File: src/rtl/ecg_pkg.sv
// Shared types and constants for the ECG rate chain.
package ecg_pkg;

  localparam int IDX_W_DEF = 11;
  localparam int DIV_W_DEF = 16;

  typedef enum logic [1:0] {
    NO_REF = 2'd0,
    ARMED  = 2'd1,
    DIV    = 2'd2
  } state_e;

  function automatic int hr_num(input int fs);
    return 60 * fs;
  endfunction

  function automatic int clog2(input int n);
    int r;
    r = 0;
    while ((1 << r) < n) r++;
    return r;
  endfunction

endpackage

File: src/rtl/seq_divider.sv
// Unsigned restoring divider, one quotient bit per clock.
module seq_divider #(
  parameter int W = 16
) (
  input  logic         clk,
  input  logic         rst_n,
  input  logic         start_i,
  input  logic [W-1:0] dividend_i,
  input  logic [W-1:0] divisor_i,
  output logic         done_o,
  output logic [W-1:0] quotient_o
);

  localparam int CW = $clog2(W + 1);

  logic [W-1:0]  rem_q, rem_d;
  logic [W:0]    rem_sh;
  logic [W-1:0]  quo_q, quo_d;
  logic [W-1:0]  dvs_q;
  logic [CW-1:0] cnt_q;
  logic          done_q;

  always_comb begin
    rem_sh = {rem_q, quo_q[W-1]};
    rem_d  = rem_sh[W-1:0];
    quo_d  = {quo_q[W-2:0], 1'b0};
    if (rem_sh >= {1'b0, dvs_q}) begin
      rem_d    = W'(rem_sh - {1'b0, dvs_q});
      quo_d[0] = 1'b1;
    end
  end

  always_ff @(posedge clk or negedge rst_n) begin
    if (!rst_n) begin
      rem_q  <= '0;
      quo_q  <= '0;
      dvs_q  <= '0;
      cnt_q  <= '0;
      done_q <= 1'b0;
    end else if (start_i) begin
      rem_q  <= '0;
      quo_q  <= dividend_i;
      dvs_q  <= divisor_i;
      cnt_q  <= CW'(W);
      done_q <= 1'b0;
    end else if (cnt_q != '0) begin
      rem_q  <= rem_d;
      quo_q  <= quo_d;
      cnt_q  <= cnt_q - 1'b1;
      done_q <= (cnt_q == CW'(1));
    end else begin
      done_q <= 1'b0;
    end
  end

  assign done_o     = done_q;
  assign quotient_o = quo_q;

endmodule

File: src/rtl/rr_interval_hr.sv
// RR interval extraction, refractory rejection, averaging
// and BPM computation for accepted R peaks.
module rr_interval_hr
  import ecg_pkg::*;
#(
  parameter int FS      = 360,
  parameter int REFRACT = 72,
  parameter int AVG_N   = 8,
  parameter int IDX_W   = IDX_W_DEF,
  parameter int DIV_W   = DIV_W_DEF
) (
  input  logic                    clk,
  input  logic                    rst_n,
  input  logic                    peak_valid,
  input  logic [IDX_W-1:0]        peak_index,
  input  logic signed [31:0]      peak_val,
  output logic                    rr_valid,
  output logic [IDX_W-1:0]        rr_interval,
  output logic [IDX_W-1:0]        avg_rr,
  output logic                    irregular,
  output logic                    hr_valid,
  output logic [7:0]              hr_bpm,
  output logic                    busy,
  output logic [7:0]              reject_cnt
);

  localparam int AW = clog2(AVG_N);
  localparam int SW = IDX_W + AW;
  localparam logic [DIV_W-1:0] HR_NUM = DIV_W'(hr_num(FS));

  state_e state_q, state_d;

  logic [IDX_W-1:0]   last_idx_q, last_idx_d;
  logic signed [31:0] last_val_q, last_val_d;
  logic [IDX_W-1:0]   rb_q [AVG_N];
  logic [AW-1:0]      ptr_q, ptr_d;
  logic [AW:0]        fill_q, fill_d;
  logic [SW-1:0]      sum_q, sum_d;

  logic             rr_valid_q, rr_valid_d;
  logic [IDX_W-1:0] rr_q, rr_d;
  logic [IDX_W-1:0] avg_q, avg_d;
  logic             irr_q, irr_d;
  logic             hr_valid_q, hr_valid_d;
  logic [7:0]       hr_q, hr_d;
  logic [7:0]       rej_q, rej_d;

  logic [IDX_W-1:0] rr, diff, evicted;
  logic             too_close, acc, full, push;
  logic             div_done;
  logic [DIV_W-1:0] quo;

  always_comb begin
    rr        = peak_index - last_idx_q;
    evicted   = rb_q[ptr_q];
    too_close = (rr < IDX_W'(REFRACT));
    acc       = peak_valid && (state_q != NO_REF) && !too_close;
    full      = (fill_q == (AW+1)'(AVG_N));
    diff      = (rr >= avg_q) ? rr - avg_q : avg_q - rr;

    state_d    = state_q;
    last_idx_d = last_idx_q;
    last_val_d = last_val_q;
    ptr_d      = ptr_q;
    fill_d     = fill_q;
    sum_d      = sum_q;
    rr_valid_d = 1'b0;
    rr_d       = rr_q;
    avg_d      = avg_q;
    irr_d      = irr_q;
    hr_valid_d = 1'b0;
    hr_d       = hr_q;
    rej_d      = rej_q;
    push       = 1'b0;

    unique case (state_q)
      NO_REF: begin
        if (peak_valid) begin
          last_idx_d = peak_index;
          last_val_d = peak_val;
          state_d    = ARMED;
        end
      end
      ARMED, DIV: begin
        if (state_q == DIV && div_done && !acc) begin
          hr_valid_d = 1'b1;
          hr_d       = (|quo[DIV_W-1:8]) ? 8'hff : quo[7:0];
          state_d    = ARMED;
        end
        if (peak_valid && too_close) begin
          if (rej_q != 8'hff) rej_d = rej_q + 8'd1;
          // A taller peak inside the window is the better R estimate
          if (peak_val > last_val_q) begin
            last_idx_d = peak_index;
            last_val_d = peak_val;
          end
        end
        if (acc) begin
          push       = 1'b1;
          rr_valid_d = 1'b1;
          rr_d       = rr;
          irr_d      = full && (diff > (avg_q >> 2));
          sum_d      = sum_q + SW'(rr) - SW'(evicted);
          fill_d     = full ? fill_q : fill_q + 1'b1;
          ptr_d      = ptr_q + 1'b1;
          avg_d      = (fill_d == (AW+1)'(AVG_N)) ?
                       IDX_W'(sum_d >> AW) : rr;
          last_idx_d = peak_index;
          last_val_d = peak_val;
          state_d    = DIV;
        end
      end
      default: state_d = NO_REF;
    endcase
  end

  always_ff @(posedge clk or negedge rst_n) begin
    if (!rst_n) state_q <= NO_REF;
    else        state_q <= state_d;
  end

  always_ff @(posedge clk or negedge rst_n) begin
    if (!rst_n) begin
      last_idx_q <= '0;
      last_val_q <= '0;
      ptr_q      <= '0;
      fill_q     <= '0;
      sum_q      <= '0;
      rr_valid_q <= 1'b0;
      rr_q       <= '0;
      avg_q      <= '0;
      irr_q      <= 1'b0;
      hr_valid_q <= 1'b0;
      hr_q       <= '0;
      rej_q      <= '0;
      for (int i = 0; i < AVG_N; i++) rb_q[i] <= '0;
    end else begin
      last_idx_q <= last_idx_d;
      last_val_q <= last_val_d;
      ptr_q      <= ptr_d;
      fill_q     <= fill_d;
      sum_q      <= sum_d;
      rr_valid_q <= rr_valid_d;
      rr_q       <= rr_d;
      avg_q      <= avg_d;
      irr_q      <= irr_d;
      hr_valid_q <= hr_valid_d;
      hr_q       <= hr_d;
      rej_q      <= rej_d;
      if (push) rb_q[ptr_q] <= rr;
    end
  end

  // Divide starts the cycle the new average is visible
  seq_divider #(.W(DIV_W)) u_div (
    .clk        (clk),
    .rst_n      (rst_n),
    .start_i    (rr_valid_q),
    .dividend_i (HR_NUM),
    .divisor_i  (DIV_W'(avg_q)),
    .done_o     (div_done),
    .quotient_o (quo)
  );

  assign rr_valid    = rr_valid_q;
  assign rr_interval = rr_q;
  assign avg_rr      = avg_q;
  assign irregular   = irr_q;
  assign hr_valid    = hr_valid_q;
  assign hr_bpm      = hr_q;
  assign busy        = (state_q == DIV);
  assign reject_cnt  = rej_q;

endmodule

File: config.mk
export PLATFORM = sky130hd
export DESIGN_NAME = rr_interval_hr
export DESIGN_NICKNAME = d
export VERILOG_FILES = /design/src/rtl/ecg_pkg.sv /design/src/rtl/seq_divider.sv /design/src/rtl/rr_interval_hr.sv
export SDC_FILE = /design/constraint.sdc
export NUM_CORES = 1
export LEC_CHECK = 0
export CAP_MARGIN = 20
export CORE_UTILIZATION = 30
export CTS_CLUSTER_DIAMETER = 150
export DETAILED_ROUTE_END_ITERATION = 8
export GPL_TIMING_DRIVEN = 0
export HOLD_SLACK_MARGIN = 0.15
export PLACE_DENSITY = 0.56
export SETUP_SLACK_MARGIN = 0.2
export SYNTH_ARGS = -nofsm -noshare
export SYNTH_HDL_FRONTEND = slang
export SYNTH_SLANG_ARGS = --single-unit
File: constraint.sdc
create_clock -name clk -period 13.3 [get_ports clk]
set_clock_uncertainty 0.2 [all_clocks]
set_input_delay 1.995 -clock clk [delete_from_list [all_inputs] [get_ports clk]]
set_output_delay 1.995 -clock clk [all_outputs]
set_load 0.02 [all_outputs]
==> impl_metrics.env <==
export IMPL_drt_initial_drc_count=564
export IMPL_use_met2_pct=25.5
export IMPL_cts_clk_slew_worst_paths_ns=0.06
export IMPL_drtPass1Iterations=5
export IMPL_utilization_pct=36.5
export IMPL_critPathKind="input port to flip-flop"
export IMPL_synthesis_nets=1525
export IMPL_tightestPinTransition_ns=0.999
export IMPL_slew_headroom_pct=33.4
export IMPL_status="complete, no violations"
export IMPL_synth_edf_count=0
export IMPL_synthesis_instances=1357
export IMPL_grt_pass1_wl_mm=60.1
export IMPL_ys_seq_area_share_pct=41.4
export IMPL_cp_max_fo=11
export IMPL_setup_viol=0
export IMPL_insertion_delay_ns=0.56
export IMPL_ys_seq_elements=244
export IMPL_busiest_layer="met2"
export IMPL_die_area_mm2=0.0501
export IMPL_grtUsageMet3_pct=2.74
export IMPL_holdWs_ns=0.285
export IMPL_io_buffer_count=87
export IMPL_crit_required_ns=13.55
export IMPL_critPathArrivalTime_ns=8.32
export IMPL_fin_nets=1650
export IMPL_stdcell_count=2159
export IMPL_start_util_pct=30.7
export IMPL_groute_usage_overall_pct=15.2
export IMPL_cts_root_buffer="clkbuf_16"
export IMPL_dieWidth_um=224
export IMPL_vias=10585
export IMPL_clock_sinks=244
export IMPL_antenna_left=0
export IMPL_die_h_um=224
export IMPL_grt_max_degree=113
export IMPL_fmax_ghz=0.124
export IMPL_rows=80
export IMPL_grt_ovfl_total=0
export IMPL_cts_buffer_depth=3
export IMPL_grt_pass1_vias=10798
export IMPL_wirelength_mm=37.5
export IMPL_min_period_ns=8.07
export IMPL_placed_area_mm2=0.0165
export IMPL_syn_area_mm2=0.0148
export IMPL_startpoint_type="input port"
export IMPL_drc_errors=0
export IMPL_async_reset_ff_share_pct=100
export IMPL_synthDistinctLibCells=72
export IMPL_numCtsBuffers=29
export IMPL_gp_congestion=0.840
export IMPL_wl_per_cell_um=17.4
export IMPL_synthFlopType="dfrtp_1"
export IMPL_viasPerCell=4.90
export IMPL_io_pins=88
export IMPL_post_route_period_util_pct=60.7
export IMPL_antenna_found_initial=0
export IMPL_core_area_mm2=0.0481
export IMPL_yosys_warnings=0
export IMPL_cts_max_level=1
export IMPL_ctsResizeCount=0
export IMPL_hold_class="flip-flop to flip-flop"
export IMPL_cts_hold_buf=0
export IMPL_drv_cap=0
export IMPL_cts_setup_buffers=0
export IMPL_grt_use_met1_pct=20.2
export IMPL_cts_tree="built"
export IMPL_hold_violations=0
export IMPL_place_inst=2104
export IMPL_hpwl_mm=27.0
export IMPL_slew_viol_final=0
export IMPL_postLayoutCellArea_mm2=0.0176
export IMPL_antenna_cells=0
export IMPL_drive_above_1_share_pct=17.2
export IMPL_syn2layout_area_growth_pct=19.0
export IMPL_rsz0062_at_grt="no"
export IMPL_avgSynthCellArea_um2=10.9
export IMPL_critical_path_endpoint_type="flip-flop"
-- cells by family (layout without fill, tap and decap cells) --
group           after synthesis  after routing  share of synthesized area (%)
simple gates                336            336                           11.0
compound gates              258            258                           11.4
flops                       244            244                           41.4
mux                         184            184                           17.5
buf+inv                     163            309                           4.69
fa+ha+maj                   122            122                           11.1
xor+xnor                     50             50                           2.97
-- path summary, 6_finish.rpt --
| path | slack [ns] | cells after the start | to | startpoint |
|---|---|---|---|---|
| worst max-delay path | 5.23 | 27 | irregular$_DFFE_PN0P_ | peak_index[0] |
| worst min-delay path | 0.28 | 2 | rr_interval[1]$_DFFE_PN0P_ | rr_interval[1]$_DFFE_PN0P_ |
| worst max register to register | 6.81 | 25 | irregular$_DFFE_PN0P_ | last_idx_q[0]$_DFFE_PN0P_ |
| worst min register to register | 0.28 | 2 | rr_interval[1]$_DFFE_PN0P_ | rr_interval[1]$_DFFE_PN0P_ |
| max in group asynchronous | 10.48 | 3 | rb_q[37]$_DFFE_PN0P_ | rst_n |
| min in group asynchronous | 1.06 | 1 | last_val_q[14]$_DFFE_PN0P_ | rst_n |
-- stage by stage --
step / setup TNS [ns] / setup WS [ns]
floorplan: 0 / 6.42
global placement: -195.08 / -0.845
detailed placement: 0 / 4.71
CTS: 0 / 5.27
global route: 0 / 4.83
finish: 0 / 5.23
-- cell usage in the layout, fill, tap and decap left out, types with 5 or more instances in the layout --
cell	netlist	routed
o21ai_0	71	71
mux2_2	59	59
nor2_1	67	67
nand2_1	126	126
mux2i_1	24	24
fa_1	15	15
buf_6	9	10
clkbuf_1	34	36
nor4_1	8	8
mux4_2	22	22
xor2_1	18	18
o31ai_1	9	9
a21oi_1	73	73
inv_1	101	101
nor2b_1	13	13
clkdlybuf4s50_1	0	86
and3_1	13	13
nand4_1	11	11
mux2_4	79	79
a31oi_1	6	6
dfrtp_1	244	244
o211ai_1	9	9
and2_1	6	6
or2_2	6	6
a211oi_1	22	22
nand3_1	20	20
buf_2	8	8
nand3b_1	12	12
nor3_1	26	26
or3_1	6	6
a21o_1	13	13
o31a_1	6	6
xnor2_1	32	31
buf_1	8	8
clkinvlp_4	0	5
nand2b_1	6	6
ha_1	107	107
o21bai_1	6	6
o21a_1	10	10
clkbuf_16	0	29
-- per-layer routing --
layer / part of all wire [%] / wire [um]
met5: 0 / 0
met1: 46 / 17200
met4: 2.0 / 735
met2: 48 / 18000
met3: 4.0 / 1500
-- synthesized netlist by cell type, drive strengths merged, types with 8 or more instances --
library cell / number / area share [%]
a211oi: 22 / 1.1
a21o: 13 / 0.66
a21oi: 73 / 2.5
and3: 13 / 0.55
buf: 25 / 1.2
clkbuf: 34 / 0.86
dfrtp: 244 / 41
fa: 15 / 2.0
ha: 107 / 9.1
inv: 104 / 2.7
mux2: 138 / 13
mux2i: 24 / 1.6
mux4: 22 / 3.4
nand2: 126 / 3.2
nand3: 20 / 0.68
nand3b: 12 / 0.61
nand4: 11 / 0.47
nor2: 67 / 1.7
nor2b: 14 / 0.64
nor3: 26 / 0.88
nor4: 8 / 0.34
o211ai: 10 / 0.60
o21a: 10 / 0.51
o21ai: 73 / 2.5
o31ai: 10 / 0.60
or2: 8 / 0.34
or3: 10 / 0.56
xnor2: 32 / 1.9
xor2: 18 / 1.1
-- area by class of cell --
| type | count | area (um^2) |
|---|---|---|
| inverters | 104 | 393 |
| multi-input cells | 950 | 7980 |
| plain buffers | 59 | 299 |
| well taps | 656 | 821 |
| flip-flops and latches | 244 | 6110 |
| clock buffers | 35 | 788 |
| clock inverters | 17 | 213 |
| repair buffers | 94 | 980 |
| fillers | 4756 | 30600 |
-- worst max-delay path: stages --
cell	delay, ns
clkdlybuf4s50_1	0.48
inv_1	0.05
ha_1	0.24
fa_1	0.48
nor2b_4	0.14
o31a_1	0.22
o2bb2ai_2	0.12
xnor2_1	0.30
clkbuf_1	0.59
ha_1	0.42
and2_1	0.22
a221oi_1	0.44
o21ai_0	0.21
nand2_1	0.13
a21oi_1	0.10
buf_1	0.31
nand2_1	0.14
o21ai_0	0.11
xnor2_1	0.17
ha_1	0.29
o21ai_0	0.08
nand2b_1	0.08
a21oi_1	0.08
o31ai_1	0.26
a21oi_1	0.12
o221a_2	0.30
o41ai_1	0.24
-- registers in the layout, indices dropped and copies added (netlist names), 5 cells and up --
name / cells
avg_rr: 11
hr_bpm: 8
last_idx_q: 11
last_val_q: 32
rb_q: 88
reject_cnt: 8
rr_interval: 11
sum_q: 14
u_div.cnt_q: 5
u_div.dvs_q: 11
u_div.quotient_o: 16
u_div.rem_q: 16
Power is not shown: default switching activity piles up to over one toggle a cycle in this logic, so the estimate is an artifact.
